[src/rtl/dcache_sram_ctrl_if.sv]
// dcache_sram_ctrl_if: signal bundle between the cache pipeline, dcache_sram_ctrl and DCACHE_SRAM0
// Signals:
//   req_valid/req_ready/req_we/req_addr/req_wdata/req_be  load/store request port
//   rsp_valid/rsp_ready/rsp_data                         in-order load response port
//   sram_wr_en/sram_wr_addr/sram_wr_data/sram_wr_byte_en SRAM write port
//   sram_rd_addr/sram_rd_data                            SRAM read port (rd_data unregistered, 1-cycle)
//   init_done                                            SRAM ready for traffic
// Modports: master = pipeline + SRAM side, slave = controller side.
interface dcache_sram_ctrl_if #(
    parameter int ADDR_WIDTH = 9,
    parameter int DATA_WIDTH = 32,
    parameter int BE_WIDTH   = 4
);
    logic                  req_valid;
    logic                  req_ready;
    logic                  req_we;
    logic [ADDR_WIDTH-1:0] req_addr;
    logic [DATA_WIDTH-1:0] req_wdata;
    logic [BE_WIDTH-1:0]   req_be;
    logic                  rsp_valid;
    logic                  rsp_ready;
    logic [DATA_WIDTH-1:0] rsp_data;
    logic                  sram_wr_en;
    logic [ADDR_WIDTH-1:0] sram_wr_addr;
    logic [DATA_WIDTH-1:0] sram_wr_data;
    logic [BE_WIDTH-1:0]   sram_wr_byte_en;
    logic [ADDR_WIDTH-1:0] sram_rd_addr;
    logic [DATA_WIDTH-1:0] sram_rd_data;
    logic                  init_done;
    modport master (
        output req_valid, req_we, req_addr, req_wdata, req_be, rsp_ready, sram_rd_data,
        input  req_ready, rsp_valid, rsp_data, sram_wr_en, sram_wr_addr, sram_wr_data,
               sram_wr_byte_en, sram_rd_addr, init_done
    );
    modport slave (
        input  req_valid, req_we, req_addr, req_wdata, req_be, rsp_ready, sram_rd_data,
        output req_ready, rsp_valid, rsp_data, sram_wr_en, sram_wr_addr, sram_wr_data,
               sram_wr_byte_en, sram_rd_addr, init_done
    );
endinterface

[src/rtl/dcache_sram_ctrl.sv]
// dcache_sram_ctrl: request-side controller for the 512x32 simple-dual-port data-cache SRAM
// Ports:
//   clk  single clock (SRAM wr_clk/rd_clk tied to it)
//   rst  synchronous active-high reset (also SRAM wr_rst/rd_rst)
//   bus  dcache_sram_ctrl_if.slave: request, response, SRAM ports and init_done
// Define DCACHE_CTRL_INIT_CLEAR_EN to zero-fill the whole SRAM after reset.
module dcache_sram_ctrl #(
    parameter int ADDR_WIDTH = 9,
    parameter int DATA_WIDTH = 32,
    parameter int BE_WIDTH   = 4,
    parameter int RSP_DEPTH  = 4
) (
    input logic              clk,
    input logic              rst,
    dcache_sram_ctrl_if.slave bus
);
    localparam int PW = $clog2(RSP_DEPTH);
    localparam int CW = PW + 2;
`ifdef DCACHE_CTRL_INIT_CLEAR_EN
    typedef enum logic [1:0] {S_IDLE, S_INIT, S_RUN} state_t;
`else
    typedef enum logic [1:0] {S_IDLE, S_RUN} state_t;
`endif
    state_t                r_state, w_state_nx;
    logic                  r_wr_en, w_wr_en_nx;
    logic [ADDR_WIDTH-1:0] r_wr_addr, w_wr_addr_nx;
    logic [DATA_WIDTH-1:0] r_wr_data, w_wr_data_nx;
    logic [BE_WIDTH-1:0]   r_wr_be, w_wr_be_nx;
    logic [ADDR_WIDTH-1:0] r_rd_addr, w_rd_addr_nx;
    logic                  r_ld_v1, r_ld_v2;
    logic [DATA_WIDTH-1:0] r_mem [RSP_DEPTH];
    logic [PW-1:0]         r_wptr, r_rptr;
    logic [CW-1:0]         r_cnt, w_used;
    logic                  w_req_ready, w_acc, w_push, w_pop;

    // r_ld_v1: load address on the SRAM read port; r_ld_v2: SRAM data valid, pushed this edge.
    // Credits count both in-flight stages plus queued entries, so the FIFO can never overflow.
    assign w_used      = r_cnt + CW'(r_ld_v1) + CW'(r_ld_v2);
    assign w_req_ready = (r_state == S_RUN) && (w_used < CW'(RSP_DEPTH));
    assign w_acc       = bus.req_valid && w_req_ready;
    assign w_push      = r_ld_v2;
    assign w_pop       = (r_cnt != '0) && bus.rsp_ready;

    always_comb begin
        w_state_nx   = r_state;
        w_wr_en_nx   = 1'b0;
        w_wr_addr_nx = r_wr_addr;
        w_wr_data_nx = r_wr_data;
        w_wr_be_nx   = r_wr_be;
        w_rd_addr_nx = r_rd_addr;
        case (r_state)
`ifdef DCACHE_CTRL_INIT_CLEAR_EN
            S_IDLE: begin
                w_state_nx   = S_INIT;
                w_wr_en_nx   = 1'b1;
                w_wr_addr_nx = '0;
                w_wr_data_nx = '0;
                w_wr_be_nx   = '1;
            end
            // The write for the last address is on the bus now; leave INIT at the end of this cycle.
            S_INIT: begin
                w_state_nx   = (r_wr_addr == '1) ? S_RUN : S_INIT;
                w_wr_en_nx   = (r_wr_addr != '1);
                w_wr_addr_nx = (r_wr_addr == '1) ? r_wr_addr : r_wr_addr + 1'b1;
            end
`else
            S_IDLE: w_state_nx = S_RUN;
`endif
            S_RUN: begin
                if (w_acc && bus.req_we) begin
                    w_wr_en_nx   = 1'b1;
                    w_wr_addr_nx = bus.req_addr;
                    w_wr_data_nx = bus.req_wdata;
                    w_wr_be_nx   = bus.req_be;
                end
                if (w_acc && !bus.req_we) w_rd_addr_nx = bus.req_addr;
            end
            default: w_state_nx = S_IDLE;
        endcase
    end

    always_ff @(posedge clk) begin
        if (rst) begin
            r_state   <= S_IDLE;
            r_wr_en   <= 1'b0;
            r_wr_addr <= '0;
            r_wr_data <= '0;
            r_wr_be   <= '0;
            r_rd_addr <= '0;
            r_ld_v1   <= 1'b0;
            r_ld_v2   <= 1'b0;
            r_wptr    <= '0;
            r_rptr    <= '0;
            r_cnt     <= '0;
            for (int i = 0; i < RSP_DEPTH; i++) r_mem[i] <= '0;
        end else begin
            r_state   <= w_state_nx;
            r_wr_en   <= w_wr_en_nx;
            r_wr_addr <= w_wr_addr_nx;
            r_wr_data <= w_wr_data_nx;
            r_wr_be   <= w_wr_be_nx;
            r_rd_addr <= w_rd_addr_nx;
            r_ld_v1   <= w_acc && !bus.req_we;
            r_ld_v2   <= r_ld_v1;
            if (w_push) begin
                r_mem[r_wptr] <= bus.sram_rd_data;
                r_wptr        <= r_wptr + 1'b1;
            end
            if (w_pop) r_rptr <= r_rptr + 1'b1;
            r_cnt <= r_cnt + CW'(w_push) - CW'(w_pop);
        end
    end

    assert property (@(posedge clk) disable iff (rst) !(w_push && r_cnt == CW'(RSP_DEPTH)));

    assign bus.req_ready       = w_req_ready;
    assign bus.rsp_valid       = (r_cnt != '0);
    assign bus.rsp_data        = r_mem[r_rptr];
    assign bus.sram_wr_en      = r_wr_en;
    assign bus.sram_wr_addr    = r_wr_addr;
    assign bus.sram_wr_data    = r_wr_data;
    assign bus.sram_wr_byte_en = r_wr_be;
    assign bus.sram_rd_addr    = r_rd_addr;
    assign bus.init_done       = (r_state == S_RUN);
endmodule

[src/flat_wrapper.sv]
// flat-port wrapper written by rule: the top's interface ports become plain ports
module dcache_sram_ctrl_flat 
#(
    parameter int ADDR_WIDTH = 9,
    parameter int DATA_WIDTH = 32,
    parameter int BE_WIDTH   = 4,
    parameter int RSP_DEPTH  = 4
)
  (clk, rst, bus_req_valid, bus_req_we, bus_req_addr, bus_req_wdata, bus_req_be, bus_rsp_ready, bus_sram_rd_data, bus_req_ready, bus_rsp_valid, bus_rsp_data, bus_sram_wr_en, bus_sram_wr_addr, bus_sram_wr_data, bus_sram_wr_byte_en, bus_sram_rd_addr, bus_init_done);
  dcache_sram_ctrl_if #(.ADDR_WIDTH(ADDR_WIDTH), .DATA_WIDTH(DATA_WIDTH), .BE_WIDTH(BE_WIDTH)) bus_i ();
  input logic clk;
  input logic rst;
  input wire logic [$bits(bus_i.req_valid)-1:0] bus_req_valid;
  input wire logic [$bits(bus_i.req_we)-1:0] bus_req_we;
  input wire logic [$bits(bus_i.req_addr)-1:0] bus_req_addr;
  input wire logic [$bits(bus_i.req_wdata)-1:0] bus_req_wdata;
  input wire logic [$bits(bus_i.req_be)-1:0] bus_req_be;
  input wire logic [$bits(bus_i.rsp_ready)-1:0] bus_rsp_ready;
  input wire logic [$bits(bus_i.sram_rd_data)-1:0] bus_sram_rd_data;
  output wire logic [$bits(bus_i.req_ready)-1:0] bus_req_ready;
  output wire logic [$bits(bus_i.rsp_valid)-1:0] bus_rsp_valid;
  output wire logic [$bits(bus_i.rsp_data)-1:0] bus_rsp_data;
  output wire logic [$bits(bus_i.sram_wr_en)-1:0] bus_sram_wr_en;
  output wire logic [$bits(bus_i.sram_wr_addr)-1:0] bus_sram_wr_addr;
  output wire logic [$bits(bus_i.sram_wr_data)-1:0] bus_sram_wr_data;
  output wire logic [$bits(bus_i.sram_wr_byte_en)-1:0] bus_sram_wr_byte_en;
  output wire logic [$bits(bus_i.sram_rd_addr)-1:0] bus_sram_rd_addr;
  output wire logic [$bits(bus_i.init_done)-1:0] bus_init_done;
  assign bus_i.req_valid = bus_req_valid;
  assign bus_i.req_we = bus_req_we;
  assign bus_i.req_addr = bus_req_addr;
  assign bus_i.req_wdata = bus_req_wdata;
  assign bus_i.req_be = bus_req_be;
  assign bus_i.rsp_ready = bus_rsp_ready;
  assign bus_i.sram_rd_data = bus_sram_rd_data;
  assign bus_req_ready = bus_i.req_ready;
  assign bus_rsp_valid = bus_i.rsp_valid;
  assign bus_rsp_data = bus_i.rsp_data;
  assign bus_sram_wr_en = bus_i.sram_wr_en;
  assign bus_sram_wr_addr = bus_i.sram_wr_addr;
  assign bus_sram_wr_data = bus_i.sram_wr_data;
  assign bus_sram_wr_byte_en = bus_i.sram_wr_byte_en;
  assign bus_sram_rd_addr = bus_i.sram_rd_addr;
  assign bus_init_done = bus_i.init_done;
  dcache_sram_ctrl #(.ADDR_WIDTH(ADDR_WIDTH), .DATA_WIDTH(DATA_WIDTH), .BE_WIDTH(BE_WIDTH), .RSP_DEPTH(RSP_DEPTH)) u_core (.clk(clk), .rst(rst), .bus(bus_i));
endmodule
[config.mk]
export PLATFORM = sky130hd
export DESIGN_NAME = dcache_sram_ctrl_flat
export DESIGN_NICKNAME = d
export VERILOG_FILES = /design/src/rtl/dcache_sram_ctrl_if.sv /design/src/rtl/dcache_sram_ctrl.sv /design/src/flat_wrapper.sv
export SDC_FILE = /design/constraint.sdc
export NUM_CORES = 1
export LEC_CHECK = 0
export BUFFER_PORTS_ARGS = -buffer_cell sky130_fd_sc_hd__clkbuf_2
export CAP_MARGIN = 40
export CORE_ASPECT_RATIO = 1.25
export CORE_MARGIN = 4
export CORE_UTILIZATION = 45
export DETAILED_ROUTE_END_ITERATION = 10
export PLACE_DENSITY = 0.71
export SLEW_MARGIN = 20
export SYNTH_ARGS = -nofsm -noshare
export SYNTH_HDL_FRONTEND = slang
export SYNTH_SLANG_ARGS = --single-unit
[constraint.sdc]
create_clock -name clk -period 3.4 [get_ports clk]
set_input_delay 0.34 -clock clk [delete_from_list [all_inputs] [get_ports clk]]
set_output_delay 0.34 -clock clk [all_outputs]
set_load 0.005 [all_outputs]
# Word-level counts from Yosys, hierarchy flattened
# Memory sizes are Yosys's and may differ from the RTL's. A register that Yosys moved wholly into a read port is not among the register bits.
# Index checks and enable logic that the tools add are counted.
# word_totals
register_bits,67
elab_cells,45
memories,1
ramBits,128
output_inout_bits,90
inputBits,82
# memory_table
name,words,word_bits,read_ports,rd_clocked_by_memory_dff,wr,line,source
u_core.r_mem,4,32,1,1,4,dcache_sram_ctrl.sv:31,logic [DATA_WIDTH-1:0] r_mem [RSP_DEPTH];
# op_classes
n_bitwise,1
add_sub_neg,6
n_reduce_logical,12
n_mux,12
order_cmp,1
eq_ne,1
# op_table
op,count
32-bit two-way mux,1
32-bit OR reduction,1
4-bit by 1-bit adder with 4-bit output,3
1-bit two-way mux,7
2-bit two-way mux,3
1-bit logical AND,5
2-bit by 1-bit adder with 2-bit output (second input constant),2
4-bit by 3-bit less-than comparator with 1-bit output (second input constant),1
2-bit one-hot mux with 2 select lines,1
2-bit AND reduction,2
4-bit nonzero test,1
4-bit by 1-bit subtractor with 4-bit output,1
2-bit by 1-bit == test with 1-bit output (second input constant),1
2-bit zero test,1
2-bit OR reduction,1
1-bit zero test,1
1-bit NOT,1

# Longest topological paths before layout
# logic_depth
word_depth,7
depth_mapped,11
depth_no_buf,11

# Worst setup path before layout
# Ideal clock, no wire load.
# synth_timing
path_type,reg2reg
from,register u_core.r_ld_v2
to,"memory u_core.r_mem[1][0], enable pin"
n_path_buf,1
path_stages_with_launch,4
synth_period_minus_slack_ns,3.342
t_arrival_ns,2.876
path_slack_ns,0.058
t_required_ns,2.934
setup_ns,0.466
cell_sequence,dfxtp_1 buf_2 nand2_1 o21ai_0
# synth_lines
element,line,source
"start, declared",dcache_sram_ctrl.sv:30,"logic r_ld_v1, r_ld_v2;"
"start signal, assigned",dcache_sram_ctrl.sv:104,r_ld_v2 <= r_ld_v1;
"end, declared",dcache_sram_ctrl.sv:31,

# Worst setup path in the final report
# layout_timing
from,register u_core.r_ld_v2
to,output port bus_req_ready
# layout_between
elab_chain_cells,3
# layout_lines
element,line,source
4-bit by 1-bit adder with 4-bit output,dcache_sram_ctrl.sv:38,assign w_used = r_cnt + CW'(r_ld_v1) + CW'(r_ld_v2);
4-bit by 3-bit less-than comparator with 1-bit output,dcache_sram_ctrl.sv:39,assign w_req_ready = (r_state == S_RUN) && (w_used < CW'(RSP_DEPTH));
1-bit logical AND,dcache_sram_ctrl.sv:39,
"end, declared",flat_wrapper.sv:20,output wire logic [$bits(bus_i.req_ready)-1:0] bus_req_ready;
# No other way between the ends.

==> summary.txt <==
Status
  – Status: finished, final reports clean

Clocking
  – Clock-pin slew on the worst setup and hold paths: 0.07 ns
  – CTS tree: built
  – Clk Latency, worst-skew pair: 0.43 ns
  – Longest Clk Path Bufs: 2
  – Total CTS buffers: 17
  – Hold buffer count at cts: 0
  – Clock sink count: 196
  – CTS resizes: 0
  – H-tree level count: 4
  – Post-CTS setup buffers: 0
  – Root buffer cell: clkbuf_16

Place
  – Post-placement worst setup slack: 0.882 ns
  – Placer Congestion: 0.788
  – Post-placement cell area: 0.00942 mm^2
  – Dpl cells: 988
  – Dpl hpwl: 12300 um
  – Number of I/O port buffers: 171

Cells and area
  – Nets: 869
  – Core Util, Final: 55.5%
  – Storage element area: 0.00521 mm^2
  – Antenna diodes: 0
  – Multi-input combinational cell area: 0.00287 mm^2
  – FILL cells: 1510
  – Share of cells above drive strength 1: 33.1%
  – Non-Filler Instances: 1020
  – Post-route cell area: 0.0100 mm^2
  – Layout area overhead: 20.9%

Critical path
  – CP max stage cell: dfxtp_1
  – WS Path Type: reg -> out
  – Worst setup SP type: flip-flop
  – WP data required: 3.06 ns
  – Crit path cell chain: buf_4, ha_1, a21o_1, and4_4, o21ai_0, inv_1, clkbuf_2
  – Crit path max fanout: 21
  – Critical Path Sink Type: output port
  – Slowest cell delay on critical path: 0.33 ns
  – Arrival time at the worst endpoint: 2.19 ns

Power
  – Power per cell area: 593 mW/mm^2
  – VDD IR max: 0.336 mV
  – Leak pwr: 0.00422 uW

Timing
  – Fin worst setup slack: 0.871 ns
  – Final Critical Period: 2.53 ns
  – Fmax: 395 MHz
  – Pins over their slew limit: 0
  – Least-Margin Pin Slew: 0.765 ns
  – Final count of hold timing violations: 0
  – RSZ-0062 raised after global routing: false
  – Slew margin rel.: 49.0%
  – Tcrit/Tclk final: 74.4%
  – Final setup viols: 0
  – Layout Skew: 0.00759 ns
  – Final setup TNS: 0 ns

Die
  – Initial Util: 45.9%
  – Die X: 129 um
  – Die ar.: 0.0207 mm^2
  – # rows: 55
  – Core ar.: 0.0181 mm^2
  – I/O pins: 172
  – DIE HEIGHT: 160 um

Min path
  – Worst hold path type: in -> reg

Route
  – Vias: 5235
  – 1st-iter DRT viols: 332
  – Routed WL per cell: 17.7 um
  – DR DRC count: 0
  – DRT Pass-1 Iters: 4
  – Antenna-violating nets left: 0
  – Total Wirelength: 18100 um
  – Via density: 5.13

Yosys
  – #FFs+latches synth: 196
  – Cell variety after synth: 33
  – Yosys warnings: 0
  – Mapped Area: 0.00830 mm^2
  – Post-Syn Area per Cell: 13.5 um^2
  – Cells after synthesis: 615
  – Synth Net Count: 705
  – Sequential share of the synthesized area: 62.7%

GRT
  – Vias in the first global route: 5686
  – First-pass GRT wire length: 29300 um
  – Tot GR Track Use: 18.2%
  – Largest net degree at the start of global routing: 77
  – Initial antenna violation count: 1
  – Total congestion overflow: 0

Run
  – Max-cap viol count: 0
[cell usage after synthesis]
cell / count / area [um^2]
buf_2: 6 / 30.0
xnor2_1: 3 / 26.3
inv_2: 1 / 3.75
o211a_1: 1 / 10.0
nor2_1: 8 / 30.0
or2_2: 1 / 6.26
a21oi_1: 2 / 10.0
fa_1: 1 / 20.0
nor3_1: 4 / 20.0
a32oi_1: 1 / 8.76
inv_1: 8 / 30.0
xor2_1: 3 / 26.3
o21ai_0: 3 / 15.0
buf_6: 1 / 11.3
or3b_2: 1 / 8.76
nand2b_1: 1 / 6.26
and2_1: 98 / 613
nor2b_1: 4 / 25.0
dfxtp_1: 68 / 1360
nand2_1: 105 / 394
buf_1: 2 / 7.51
and4_4: 1 / 11.3
edfxtp_1: 128 / 3840
mux4_2: 32 / 721
mux2i_1: 54 / 541
o211ai_1: 1 / 7.51
clkbuf_1: 28 / 105
nor4_2: 1 / 12.5
buf_12: 4 / 80.1
and3_1: 32 / 200
ha_1: 7 / 87.6
nand3_1: 3 / 15.0
a21o_1: 2 / 15.0
[placed cells by master, fill, tap and decap left out, types with 2 or more instances in the layout]
cell type	count
a21o_1	2
a21oi_1	2
and2_1	98
and3_1	32
buf_12	2
buf_4	12
clkbuf_16	19
clkbuf_2	171
clkbuf_8	5
dfxtp_1	66
dfxtp_2	2
edfxtp_1	128
ha_1	7
inv_1	8
inv_6	3
mux2i_1	54
mux4_2	32
nand2_1	104
nand3_1	3
nor2_1	8
nor2b_1	4
nor3_1	2
nor3_2	2
o21ai_4	2
xnor2_1	3
xor2_1	3
[area by class of cell]
type	count	share of cell area, %
timing repair buffer	186	10.1
multi-input combinational	369	28.6
tap	228	2.84
inverter	9	0.362
sequential	196	51.9
clock inverter	7	0.711
clock buffer	25	5.46
[logic make-up (layout without fill, tap and decap cells)]
kind of cell | count (synthesis) | in the layout | share of synthesized area (%)
XOR/XNOR | 6 | 6 | 0.633
multiplexers | 86 | 86 | 15.2
AND/OR/NAND/NOR | 259 | 259 | 16.2
flip-flops | 196 | 196 | 62.7
buffers and inverters | 50 | 227 | 3.22
adder cells (fa/ha/maj) | 8 | 8 | 1.30
AO/OA/AOI/OAI | 10 | 10 | 0.799
[registers in the layout, indices dropped and copies added, names as in the netlist, named ones only]
register / flops
u_core.bus.sram_wr_byte_en: 4
u_core.r_rptr: 2
u_core.r_ld_v1: 1
u_core.r_mem: 128
u_core.r_ld_v2: 1
u_core.bus.sram_wr_addr: 9
u_core.bus.sram_wr_en: 1
u_core.r_cnt: 4
u_core.r_wptr: 2
u_core.bus.sram_wr_data: 32
u_core.r_state: 1
u_core.bus.sram_rd_addr: 9
[per-layer routing]
metal	up-vias	global-route usage (%)	wire [um]
met5	-	0	20
met4	2	5.53	234
met3	19	5.59	1510
met2	204	32.5	9460
met1	2514	20.7	6870
li1	2496	-	-
[critical path: cells and delay by family (launching register included)]
kind	cells	cell delay [ns]
AOI/OAI and AO/OA	2	0.49
adders and majority gates	1	0.30
buffers and inverters	3	0.45
DFF	1	0.33
and+or+nand+nor	1	0.20
[final timing paths]
path	start	slack [ns]	depth (start not counted)	endpoint
worst max-delay path	u_core.r_ld_v2	0.87	7	bus_req_ready
worst min-delay path	bus_req_we	0.13	2	u_core.r_ld_v1
worst max register to register	u_core.r_cnt[2]	0.87	11	u_core.r_cnt[2]
worst min register to register	u_core.bus.sram_wr_data[11]	0.46	2	u_core.bus.sram_wr_data[11]
[per-stage QoR]
| step | total power, uW | hold slack (ns) |
|---|---|---|
| 2_1_floorplan | 3540 | 0.412 |
| 3_3_place_gp | 3920 | 0.442 |
| 3_5_place_dp | 3990 | 0.451 |
| 4_1_cts | 6030 | 0.110 |
| 5_1_grt | 6230 | 0.125 |
| 6_report | 5950 | 0.133 |
[report_power, final]
part	leakage, uW	internal, uW	switching [uW]
clock	0.000308	1170	872
combinational	0.00204	595	498
sequential	0.00187	2670	144
(Power assumes the default switching activity.)
